### config.mk
export PLATFORM = sky130hd
export DESIGN_NAME = move_input_conditioner_flat
export DESIGN_NICKNAME = d
export VERILOG_FILES = /design/src/rtl/move_input_conditioner_if.sv /design/src/rtl/move_input_conditioner.sv /design/src/flat_wrapper.sv
export SDC_FILE = /design/constraint.sdc
export NUM_CORES = 1
export LEC_CHECK = 0
export CORE_MARGIN = 2
export CORE_UTILIZATION = 56
export DETAILED_ROUTE_END_ITERATION = 16
export PLACE_DENSITY = 0.76
export SLEW_MARGIN = 40
export SYNTH_ARGS = -nofsm -noshare
export SYNTH_HDL_FRONTEND = slang
export SYNTH_HIERARCHICAL = 1
export SYNTH_SLANG_ARGS = --single-unit
### constraint.sdc
create_clock -name in_clka -period 2.05 [get_ports in_clka]
set_clock_uncertainty 0.1 [all_clocks]
set_input_delay 0.205 -clock in_clka [delete_from_list [all_inputs] [get_ports in_clka]]
set_output_delay 0.205 -clock in_clka [all_outputs]
set_load 0.02 [all_outputs]
### src/rtl/move_input_conditioner_if.sv
// Button-to-move bus: raw button levels in, move command and debounced levels out.
interface move_input_conditioner_if;
  logic       in_btn_left;
  logic       in_btn_right;
  logic       in_btn_rotate;
  logic [1:0] out_move;
  logic [2:0] out_btn_stable;

  modport master (output in_btn_left, in_btn_right, in_btn_rotate,
                  input  out_move, out_btn_stable);
  modport slave  (input  in_btn_left, in_btn_right, in_btn_rotate,
                  output out_move, out_btn_stable);
endinterface

### src/rtl/move_input_conditioner.sv
// Raw push-buttons -> synchronised, debounced, edge-detected, priority-encoded 1-cycle move pulse.
// Define AUTO_REPEAT_EN to add auto-repeat of held left/right buttons.
module move_btn_debounce #(
  parameter int DEBOUNCE_CYCLES = 4,
  parameter int CNT_W           = 8
) (
  input  logic clk,
  input  logic rst,
  input  logic raw,
  output logic stable
);
  localparam logic [CNT_W-1:0] DB_LAST = CNT_W'(DEBOUNCE_CYCLES - 1);

  logic [1:0]       sync_q;
  logic [CNT_W-1:0] cnt;

  always_ff @(posedge clk) begin
    if (rst) begin
      sync_q <= '0;
      cnt    <= '0;
      stable <= 1'b0;
    end else begin
      sync_q <= {sync_q[0], raw};
      // any bounce back to the accepted level restarts the qualification window
      if (sync_q[1] == stable) begin
        cnt <= '0;
      end else if (cnt == DB_LAST) begin
        stable <= sync_q[1];
        cnt    <= '0;
      end else begin
        cnt <= cnt + CNT_W'(1);
      end
    end
  end
endmodule

module move_input_conditioner #(
  parameter int DEBOUNCE_CYCLES = 4,
  parameter int REPEAT_DELAY    = 16,
  parameter int REPEAT_RATE     = 4,
  parameter int CNT_W           = 8
) (
  input  logic                     in_clka,
  input  logic                     in_restart,
  move_input_conditioner_if.slave  bus
);
  localparam int NUM_BTN = 3;  // bit order {rotate, right, left}

  if (DEBOUNCE_CYCLES < 1 || REPEAT_RATE < 1 || REPEAT_DELAY < 1 ||
      (2 ** CNT_W) < DEBOUNCE_CYCLES || (2 ** CNT_W) < REPEAT_DELAY) begin : g_bad_cfg
    $error("move_input_conditioner: illegal counter configuration");
  end

  logic [NUM_BTN-1:0] raw, stable, stable_d, press;
  logic [1:0]         move_nxt, move_q;
  logic               any_press;

  assign raw = {bus.in_btn_rotate, bus.in_btn_right, bus.in_btn_left};

  for (genvar i = 0; i < NUM_BTN; i++) begin : g_btn
    move_btn_debounce #(
      .DEBOUNCE_CYCLES(DEBOUNCE_CYCLES),
      .CNT_W          (CNT_W)
    ) u_db (
      .clk   (in_clka),
      .rst   (in_restart),
      .raw   (raw[i]),
      .stable(stable[i])
    );
  end

  always_ff @(posedge in_clka) begin
    if (in_restart) stable_d <= '0;
    else            stable_d <= stable;
  end

  assign press     = stable & ~stable_d;
  assign any_press = |press;

  // simultaneous left+right is ambiguous, so both are dropped
  always_comb begin
    move_nxt = 2'b00;
    if (press[2])                 move_nxt = 2'b11;
    else if (press[0] & press[1]) move_nxt = 2'b00;
    else if (press[0])            move_nxt = 2'b01;
    else if (press[1])            move_nxt = 2'b10;
  end

`ifdef AUTO_REPEAT_EN
  localparam logic [CNT_W-1:0] DELAY_LAST = CNT_W'(REPEAT_DELAY - 1);
  localparam logic [CNT_W-1:0] RATE_LAST  = CNT_W'(REPEAT_RATE - 1);

  logic             rep_armed, rep_first, rep_dir;  // rep_dir: 0 left, 1 right
  logic [CNT_W-1:0] rep_cnt;
  logic             rep_held, rep_due, rep_fire;

  assign rep_held = rep_dir ? stable[1] : stable[0];
  assign rep_due  = rep_cnt == (rep_first ? DELAY_LAST : RATE_LAST);
  // a fresh press always wins over a pending repeat
  assign rep_fire = rep_armed & rep_held & rep_due & ~any_press;

  always_ff @(posedge in_clka) begin
    if (in_restart) begin
      rep_armed <= 1'b0;
      rep_first <= 1'b0;
      rep_dir   <= 1'b0;
      rep_cnt   <= '0;
      move_q    <= 2'b00;
    end else if (any_press) begin
      rep_armed <= (move_nxt == 2'b01) || (move_nxt == 2'b10);
      rep_first <= 1'b1;
      rep_dir   <= move_nxt[1];
      rep_cnt   <= '0;
      move_q    <= move_nxt;
    end else begin
      move_q <= rep_fire ? {rep_dir, ~rep_dir} : 2'b00;
      if (rep_armed) begin
        if (!rep_held) begin
          rep_armed <= 1'b0;
        end else if (rep_due) begin
          rep_first <= 1'b0;
          rep_cnt   <= '0;
        end else begin
          rep_cnt <= rep_cnt + CNT_W'(1);
        end
      end
    end
  end
`else
  always_ff @(posedge in_clka) begin
    if (in_restart) move_q <= 2'b00;
    else            move_q <= move_nxt;
  end
`endif

  assign bus.out_move       = move_q;
  assign bus.out_btn_stable = stable;
endmodule
### src/flat_wrapper.sv
// flat-port wrapper written by rule: the top's interface ports become plain ports
module move_input_conditioner_flat 
#(
  parameter int DEBOUNCE_CYCLES = 4,
  parameter int REPEAT_DELAY    = 16,
  parameter int REPEAT_RATE     = 4,
  parameter int CNT_W           = 8
)
  (in_clka, in_restart, bus_in_btn_left, bus_in_btn_right, bus_in_btn_rotate, bus_out_move, bus_out_btn_stable);
  move_input_conditioner_if bus_i ();
  input  logic in_clka;
  input  logic in_restart;
  input wire logic [$bits(bus_i.in_btn_left)-1:0] bus_in_btn_left;
  input wire logic [$bits(bus_i.in_btn_right)-1:0] bus_in_btn_right;
  input wire logic [$bits(bus_i.in_btn_rotate)-1:0] bus_in_btn_rotate;
  output wire logic [$bits(bus_i.out_move)-1:0] bus_out_move;
  output wire logic [$bits(bus_i.out_btn_stable)-1:0] bus_out_btn_stable;
  assign bus_i.in_btn_left = bus_in_btn_left;
  assign bus_i.in_btn_right = bus_in_btn_right;
  assign bus_i.in_btn_rotate = bus_in_btn_rotate;
  assign bus_out_move = bus_i.out_move;
  assign bus_out_btn_stable = bus_i.out_btn_stable;
  move_input_conditioner #(.DEBOUNCE_CYCLES(DEBOUNCE_CYCLES), .REPEAT_DELAY(REPEAT_DELAY), .REPEAT_RATE(REPEAT_RATE), .CNT_W(CNT_W)) u_core (.in_clka(in_clka), .in_restart(in_restart), .bus(bus_i));
endmodule
# Word level (Yosys, flattened, before mapping)
# Index checks and enable logic that the tools add are counted.
[word_totals]
reg_bits = 38
n_memories = 0
elab_cells = 36
latch_bits = 0
romBits = 0
mem_bits_rw = 0
[op_classes]
n_reduce_logical = 6
n_addsub = 3
bitwise_logic = 6
mul = 0
shift = 0
n_eq_ne = 6
mux = 4
div_mod_pow = 0
n_lt_le_gt_ge = 0
[op_table]
columns = ["cell", "count"]
rows = [
  ["$add 8x1->8 const B", 3],
  ["$eq 8x2->1 const B", 3],
  ["$reduce_or 3->1", 3],
  ["$mux 2", 4],
  ["$reduce_and 2->1", 3],
  ["$and 3x3->3", 1],
  ["$eq 1x1->1", 3],
  ["$not 1->1", 3],
  ["$not 3->3", 1],
  ["$and 1x1->1", 1],
]

# Longest topological paths before layout
# Gate-level depths: netlist of the first run.
[logic_depth]
depth_word = 6
ltp_mapped = 4

# By module
# The synthesis of the first run kept the hierarchy.
[modules_own_cells]
columns = ["mod", "seq_area_each_um2", "area_per_inst_um2", "cells_per_inst", "instances"]
rows = [
  ["move_btn_debounce", 220.2, 440.4, 49, 3],
  ["move_input_conditioner", 100.1, 170.2, 15, 1],
]

# Worst setup path before layout of the first run
# Ideal clock, no wire load.
[synth_timing]
path_kind = "register to register"
startpoint = "register u_core.g_btn[0].u_db.cnt[0]"
endpoint = "register u_core.g_btn[0].u_db.cnt[2]"
t_arrival_ns = 1.448
setup_ns = 0.131
synth_period_minus_slack_ns = 1.679
path_slack_ns = 0.371
stages_incl_launch_ff = 5
n_path_buf = 0
path_cell_list = "dfxtp_1 -> ha_1 -> or3b_2 -> o211ai_1 -> nor2_1"
[synth_between]
elab_chain_cells = 2
word_cells_on_any_way = 3
cone_classes = "1 x add/sub; 1 x eq/ne; 1 x reduce/logical"
[synth_rtl]
columns = ["item", "line_no", "text"]
rows = [
  ["start, declared", "move_input_conditioner.sv:15", "logic [CNT_W-1:0] cnt;"],
  ["start signal, assigned", "move_input_conditioner.sv:31", "cnt <= cnt + CNT_W'(1);"],
  ["branches (longest 2 deep; another with $add 8x1->8)", "n/a", ""],
]
# Parallel ways; which one is timed is not known.
# A chain may end at the register's enable or synchronous reset.

# Worst setup path in the final report of the first run
[layout_timing]
startpoint = "register u_core.g_btn[2].u_db.cnt[0]"
endpoint = "register u_core.g_btn[2].u_db.cnt[3]"
[layout_between]
elab_chain_cells = 2
word_cells_on_any_way = 3
cone_classes = "1 x add/sub; 1 x eq/ne; 1 x reduce/logical"
[layout_rtl]
columns = ["item", "line_no"]
rows = [
  ["start, declared", "move_input_conditioner.sv:15"],
  ["start signal, assigned", "move_input_conditioner.sv:31"],
  ["branches (longest 2 deep; another with $add 8x1->8)", "n/a"],
]
# Parallel ways; which one is timed is not known.

==> reports/qor.tcl, run 1 <==
set qor(timing.critical_path.slowest_stage_cell) {sky130_fd_sc_hd__or3b_2}
set qor(die_width_um) 55.61
set qor(antenna_found_initial) 0
set qor(grt_setup_unrepaired) {no}
set qor(cts.htree.levels) 2
set qor(fp-row-count) 18
set qor(final_hold_viol_count) 0
set qor(layout.nets) 190
set qor(worstSkewPairLatency_ps) 350
set qor(floorplan.die.height_um) 55.61
set qor(netlist_area_um2) 1491
set qor(post_route_setup_tns_ps) 0
set qor(vias_per_cell) 5.465
set qor(cts.repair.resized) 0
set qor(n_antenna_cell) 0
set qor(power_density_nw_per_um2) 694.2
set qor(hpwl_after_dpl_um) 1857
set qor(core_region_area_um2) 2500
set qor(crit_path_cell_trace) {ha_1, or3b_2, o211ai_1, nor2_1}
set qor(synth_top_area_share_pct) 51.01
set qor(max-slew-margin-rel_pct) 69.17
set qor(run_status) {completed}
set qor(post-cts-setup-buffer-count) 0
set qor(num_io_pins) 10
set qor(worst_r2r_startpoint) {u_core/g_btn[2].u_db/cnt[0]}
set qor(critical_path_source_type) {flop}
set qor(drt_drc_violations_left) 0
set qor(floorplan.initialDensity_pct) 59.66
set qor(post-synth-top-area-cell) {sky130_fd_sc_hd__dfxtp_1}
set qor(tritoncts_num_sinks) 38
set qor(route.vias.total) 1164
set qor(ir_worst_vdd_mv) 0.5141
set qor(layout.core_utilization_pct) 68.52
set qor(synth_enable_flop_cells) 0
set qor(r2r_cells) 4
set qor(postSynthRegisterBits) 38
set qor(drt_wl_total_um) 2553
set qor(timing.final.setup_violations) 0
set qor(overflow) 0
set qor(synth_fp_nets) 170
set qor(maximum_number_of_pins_on_one_net_before_global_route_repair) 13
set qor(finalMaxSlewViolations) 0
set qor(track_usage_pct) 18.06
set qor(hold_path.startpoint) {bus_in_btn_rotate}
set qor(cts-root-to-sink-buffers) 2
set qor(synth.yosys.warnings) 6
set qor(place_congestion) 0.8034
set qor(ys_top_cells_by_area) {sky130_fd_sc_hd__dfxtp_1 51%, sky130_fd_sc_hd__xor2_1 5.3%, sky130_fd_sc_hd__or3_1 5.0%}
set qor(fraction_of_synthesis_flops_using_an_asynchronous_set_or_reset_pin_pct) 0
set qor(rrSetupSlack_ps) 190
set qor(tritoncts) {done}
set qor(regToRegEndpoint) {u_core/g_btn[2].u_db/cnt[3]}
set qor(synthTopCellsByCount) {38 x sky130_fd_sc_hd__dfxtp_1, 17 x sky130_fd_sc_hd__nor2_1, 13 x sky130_fd_sc_hd__a21oi_1}
set qor(grt_pass1_wl_um) 4416
set qor(clk_pin_slew_ps) 110
set qor(clock_tree.root_cell) {sky130_fd_sc_hd__clkbuf_4}
set qor(cts_hold_repair.buffers) 0
set qor(worst_path_largest_cell_delay_ps) 490
set qor(cp-end-kind) {flop}
set qor(min_path_cells) 2
set qor(antenna_violating_nets_post_route) 0
set qor(numPortBuffers) 9
set qor(synth.lib_cells_used.distinct) 19
set qor(maxClockFrequency_mhz) 538.8
set qor(p_leak_nw) 0.6001
set qor(post_route_cells_drive_above_1_share_pct) 10.93
set qor(drt-initial-drc-count) 31
set qor(synth.most_common_cell) {sky130_fd_sc_hd__dfxtp_1}
set qor(critPathMaxFanout) 6
set qor(maxCapViolations) 0
set qor(syn_area_per_cell_um2) 9.206
set qor(synth_flop_cell) {sky130_fd_sc_hd__dfxtp_1}
set qor(die_area_um2) 3092
set qor(cp_data_required_time_ps) 2180
set qor(post-route-period-util_pct) 90.54
set qor(tritoncts.num_buffers) 5
set qor(first_global_vias) 1121
set qor(worst_hold_path.endpoint) {u_core/g_btn[2].u_db/sync_q[0]}
set qor(first_pass_iters) 4
set qor(hold_class) {in -> reg}
set qor(critPathArrivalTime_ps) 1990
set qor(worstSetupPathType) {reg -> reg}
set qor(drt-wirelength-per-cell_um) 11.99
set qor(worst_pin_slew_ps) 460.4
set qor(area_delta_synth_final_pct) 14.85
set qor(netlist_instances) 162
set qor(yosysSeqAreaShare_pct) 51.01
set qor(post-route-min-period_ps) 1856
==> where the power goes <==
part | internal (mW) | switching [mW]
combinational | 0.0166 | 0.0148
sequential | 0.745 | 0.00436
clock | 0.165 | 0.243
==> stage by stage <==
step / total power [mW] / setup slack [ps] / cell area [um2] / std cells / hold WS [ps]
6_report: 1.189 / 194.0 / 1713 / 213 / 293.2
5_1_grt: 1.236 / 21.32 / 1713 / 213 / 298.0
4_1_cts: 1.207 / 135.7 / 1705 / 212 / 280.9
3_5_place_dp: 0.7974 / 150.5 / 1642 / 204 / 328.1
3_3_place_gp: 0.7964 / 207.7 / 1642 / 204 / 320.5
2_1_floorplan: 0.7783 / 371.0 / 1491 / 162 / 174.1
==> logic make-up (layout without fill, tap and decap cells) <==
group	after synthesis	in the layout	share of synthesized area (%)
DFF	38	38	51.01
xor gates and xnor gates	12	12	7.048
buffers and inverters	12	33	3.020
and+or+nand+nor	68	68	25.84
AOI/OAI and AO/OA	29	29	10.57
adders and majority gates	3	3	2.517
==> placed cells by master, fill, tap and decap left out, drive strengths merged, types with 3 or more instances in the layout <==
cell           count
clkdlybuf4s50      9
o21ai             12
nor2b             11
nand3             12
or3b               3
ha                 3
xnor2              3
or4                3
clkbuf             6
buf                4
nand4              3
nor2              17
dfxtp             38
a21oi             13
o211ai             3
nand2              6
or3               12
inv               12
xor2               9
==> worst max-delay path by stage <==
stage | start | slack, ps | endpoint | depth (start not counted)
2_1_floorplan | u_core/g_btn[0].u_db/cnt[0] | 370 | u_core/g_btn[0].u_db/cnt[2] | 4
3_3_place_gp | u_core/g_btn[1].u_db/cnt[0] | 210 | u_core/g_btn[1].u_db/cnt[3] | 4
3_5_place_dp | u_core/g_btn[1].u_db/cnt[0] | 150 | u_core/g_btn[1].u_db/cnt[7] | 4
4_1_cts | u_core/g_btn[1].u_db/cnt[0] | 140 | u_core/g_btn[1].u_db/cnt[7] | 4
5_1_grt | u_core/g_btn[2].u_db/cnt[0] | 20 | u_core/g_btn[2].u_db/cnt[3] | 4
6_report | u_core/g_btn[2].u_db/cnt[0] | 190 | u_core/g_btn[2].u_db/cnt[3] | 4
==> final cells by class <==
cell class	count	area, um2
timing repair buffer	13	120.1
tap	30	37.54
sequential	38	760.7
inverter	12	45.04
clock inverter	2	12.51
clock buffer	6	51.30
multi-input combinational	112	685.7
fill	197	787.0
==> sequential cells by signal (all words and copies together) (netlist names) <==
| register | cells |
|---|---|
| u_core/g_btn.u_db/stable | 3 |
| u_core/bus.out_move | 2 |
| u_core/g_btn.u_db/sync_q | 6 |
| u_core/stable_d | 3 |
| u_core/g_btn.u_db/cnt | 24 |
==> layer usage <==
layer	wire length (um)	part of all wire [%]	up-vias	GRT usage, %
li1	-	-	592	-
met1	1156	45	543	20.42
met2	1232	48	23	30.10
met3	117	4.6	6	4.419
met4	47	1.8	0	11.85
met5	0	0	-	0
==> critical path, delay by kind of cell, from the launching register on <==
family                     cells  cell delay [ps]
and+or+nand+nor                2              580
DFF                            1              400
AOI/OAI and AO/OA              1              410
adders and majority gates      1              250
No activity file was read; power rests on OpenSTA's default activity.
==> run 2, diff against run 1 <==
--- a/config.mk
+++ b/config.mk
@@ -7,8 +7,10 @@
 export LEC_CHECK = 0
 export CORE_MARGIN = 2
 export CORE_UTILIZATION = 56
+export CTS_CLUSTER_SIZE = 25
 export DETAILED_ROUTE_END_ITERATION = 16
 export PLACE_DENSITY = 0.76
+export RECOVER_POWER = 25
 export SLEW_MARGIN = 40
 export SYNTH_ARGS = -nofsm -noshare
 export SYNTH_HDL_FRONTEND = slang
==> run 2 against run 1 <==
  * Core utilization decreased by 0.30 points
  * Critical path type unchanged
  * Clock power hardly changed
  * Highest routed layer unchanged
  * Die area unchanged
  * Sequential power barely moved
  * Sequential share of layout area is 0.20 points higher
  * Power fell by 0.11%
  * Fmax hardly changed
  * Cell count is the same
  * Worst setup slack lost 1.6 ps
  * Routed wire length is 0.55% higher
  * Critical path depth unchanged
  * First-iteration DRC count grew 3.2%
==> reports/qor.tcl, run 2 (synthesized netlist as in run 1, its figures left out) <==
set qor(clk_pin_slew_ps) 110
set qor(critPathMaxFanout) 6
set qor(first_global_vias) 1121
set qor(tritoncts.num_buffers) 5
set qor(cp-end-kind) {flop}
set qor(cts.repair.resized) 0
set qor(hold_class) {in -> reg}
set qor(finalMaxSlewViolations) 0
set qor(hpwl_after_dpl_um) 1857
set qor(antenna_violating_nets_post_route) 0
set qor(post-route-period-util_pct) 90.61
set qor(totalPowerFinal_mw) 1.188
set qor(drt-initial-drc-count) 32
set qor(place.detailed.instances) 204
set qor(post-route-min-period_ps) 1858
set qor(drt_drc_violations_left) 0
set qor(hold_path.startpoint) {bus_in_btn_rotate}
set qor(min_path_cells) 2
set qor(leading_cell_types_in_the_layout_fill_and_taps_excluded) {38 x sky130_fd_sc_hd__dfxtp_1, 17 x sky130_fd_sc_hd__nor2_1, 13 x sky130_fd_sc_hd__a21oi_1}
set qor(drt_wl_total_um) 2567
set qor(core_region_area_um2) 2500
set qor(clock_tree.root_cell) {sky130_fd_sc_hd__clkbuf_4}
set qor(area_delta_synth_final_pct) 14.35
set qor(maximum_number_of_pins_on_one_net_before_global_route_repair) 13
set qor(die_width_um) 55.61
set qor(first_pass_iters) 4
set qor(numPortBuffers) 9
set qor(num_io_pins) 10
set qor(layout.nets) 190
set qor(drt-wirelength-per-cell_um) 12.05
set qor(finalHoldWorstSlack_ps) 294.9
set qor(worstSetupPathType) {reg -> reg}
set qor(post_route_setup_tns_ps) 0
set qor(track_usage_pct) 18.06
set qor(final_hold_viol_count) 0
set qor(grt_setup_unrepaired) {no}
set qor(post_route_cells_drive_above_1_share_pct) 9.836
set qor(layout.cells.most_common) {sky130_fd_sc_hd__dfxtp_1}
set qor(place_congestion) 0.8034
set qor(die_area_um2) 3092
set qor(grt_pass1_wl_um) 4416
set qor(tritoncts_num_sinks) 38
set qor(critical_path_source_type) {flop}
set qor(cp_data_required_time_ps) 2180
set qor(n_antenna_cell) 0
set qor(r2r_cells) 4
set qor(fp-row-count) 18
set qor(crit_family) {simple AND/OR/NAND/NOR gates}
set qor(path_depth) 4
set qor(floorplan.die.height_um) 55.61
set qor(ir_worst_vdd_mv) 0.5141
set qor(worst_r2r_startpoint) {u_core/g_btn[2].u_db/cnt[0]}
set qor(p_leak_nw) 0.5931
set qor(antenna_found_initial) 0
set qor(vias_per_cell) 5.460
set qor(worst_hold_path.endpoint) {u_core/g_btn[2].u_db/sync_q[0]}
set qor(worstPathBufferInverterCount) 0
set qor(largest_reg_flops) 24
set qor(maxClockFrequency_mhz) 538.3
set qor(timing.final.setup_violations) 0
set qor(finish.cell_count_without_fillers) 213
set qor(power_density_nw_per_um2) 696.5
set qor(maxCapViolations) 0
set qor(critPathArrivalTime_ps) 1990
set qor(fillers) 200
set qor(cts-root-to-sink-buffers) 2
set qor(biggestRegsByFlops) {u_core/g_btn.u_db/cnt (24), u_core/g_btn.u_db/sync_q (6)}
set qor(tritoncts) {done}
set qor(regToRegEndpoint) {u_core/g_btn[2].u_db/cnt[3]}
set qor(timing.critical_path.slowest_stage_cell) {sky130_fd_sc_hd__or3b_2}
set qor(worstSkewPairLatency_ps) 350
set qor(route.vias.total) 1163
set qor(worst_path_largest_cell_delay_ps) 490
set qor(max-slew-margin-rel_pct) 69.17
set qor(overflow) 0
set qor(rrSetupSlack_ps) 190
set qor(worst_pin_slew_ps) 460.4
set qor(run_status) {completed}
set qor(worst_setup_path_startpoint) {u_core/g_btn[2].u_db/cnt[0]}
set qor(floorplan.initialDensity_pct) 59.66
set qor(crit_path_cell_trace) {ha_1, or3b_2, o211ai_1, nor2_1}
set qor(registers.top_by_ff_count) {u_core/g_btn.u_db/cnt}
set qor(cts.htree.levels) 2
-- run 2: cell count changes in the layout (fill, tap and decap cells not counted) --
| cell | delta |
|---|---|
| sky130_fd_sc_hd__clkbuf_1 | +2 |
| sky130_fd_sc_hd__buf_4 | -2 |
| sky130_fd_sc_hd__dlygate4sd3_1 | +1 |
| sky130_fd_sc_hd__clkdlybuf4s50_1 | -1 |
-- run 2: where the power goes --
part           switching [mW]  internal [mW]
sequential            0.00437          0.745
clock                   0.244          0.165
combinational          0.0150         0.0146
-- run 2: cell type report --
class | count | area (um2) | area share (%)
sequential | 38 | 760.7 | 44.61
multi-input combinational | 112 | 685.7 | 40.21
timing repair buffer | 13 | 112.6 | 6.603
clock buffer | 6 | 51.30 | 3.008
inverter | 12 | 45.04 | 2.641
tap | 30 | 37.54 | 2.201
clock inverter | 2 | 12.51 | 0.7337
-- run 2: how the worst max path moves through the flow --
stage	to	slack (ps)
after global placement	u_core/g_btn[1].u_db/cnt[3]	210
final	u_core/g_btn[2].u_db/cnt[3]	190
after detailed placement	u_core/g_btn[1].u_db/cnt[7]	150
after CTS	u_core/g_btn[1].u_db/cnt[7]	140
after floorplan	u_core/g_btn[0].u_db/cnt[2]	370
after global routing	u_core/g_btn[2].u_db/cnt[3]	20
-- run 2: worst register-to-register path: stages, from the launching register on --
cell	delay [ps]
sky130_fd_sc_hd__dfxtp_1	400
sky130_fd_sc_hd__ha_1	250
sky130_fd_sc_hd__or3b_2	490
sky130_fd_sc_hd__o211ai_1	420
sky130_fd_sc_hd__nor2_1	90
-- run 2: per-layer routing --
layer	track usage (%)	routed length, um	part of all wire, %	vias to the layer above
li1	-	-	-	592
met1	20.42	1157	45	546
met2	30.10	1250	49	19
met3	4.419	112	4.4	6
met4	11.85	47	1.8	0
met5	0	0	0	-
-- run 2: per-stage QoR --
step / instance area (um2) / util, % / setup slack (ps)
4_1_cts: 1705 / 68.22 / 135.7
2_1_floorplan: 1491 / - / 371.0
3_3_place_gp: 1642 / 65.67 / 207.7
3_5_place_dp: 1642 / 65.67 / 150.5
5_1_grt: 1705 / 68.22 / 21.32
6_report: 1705 / 68.22 / 192.4
-- run 2: what timing repair did --
action / in CTS / in global routing
hold buffers: 0 / 0
endpoints found under the setup margin: 0 / 2
setup buffers: 0 / 1
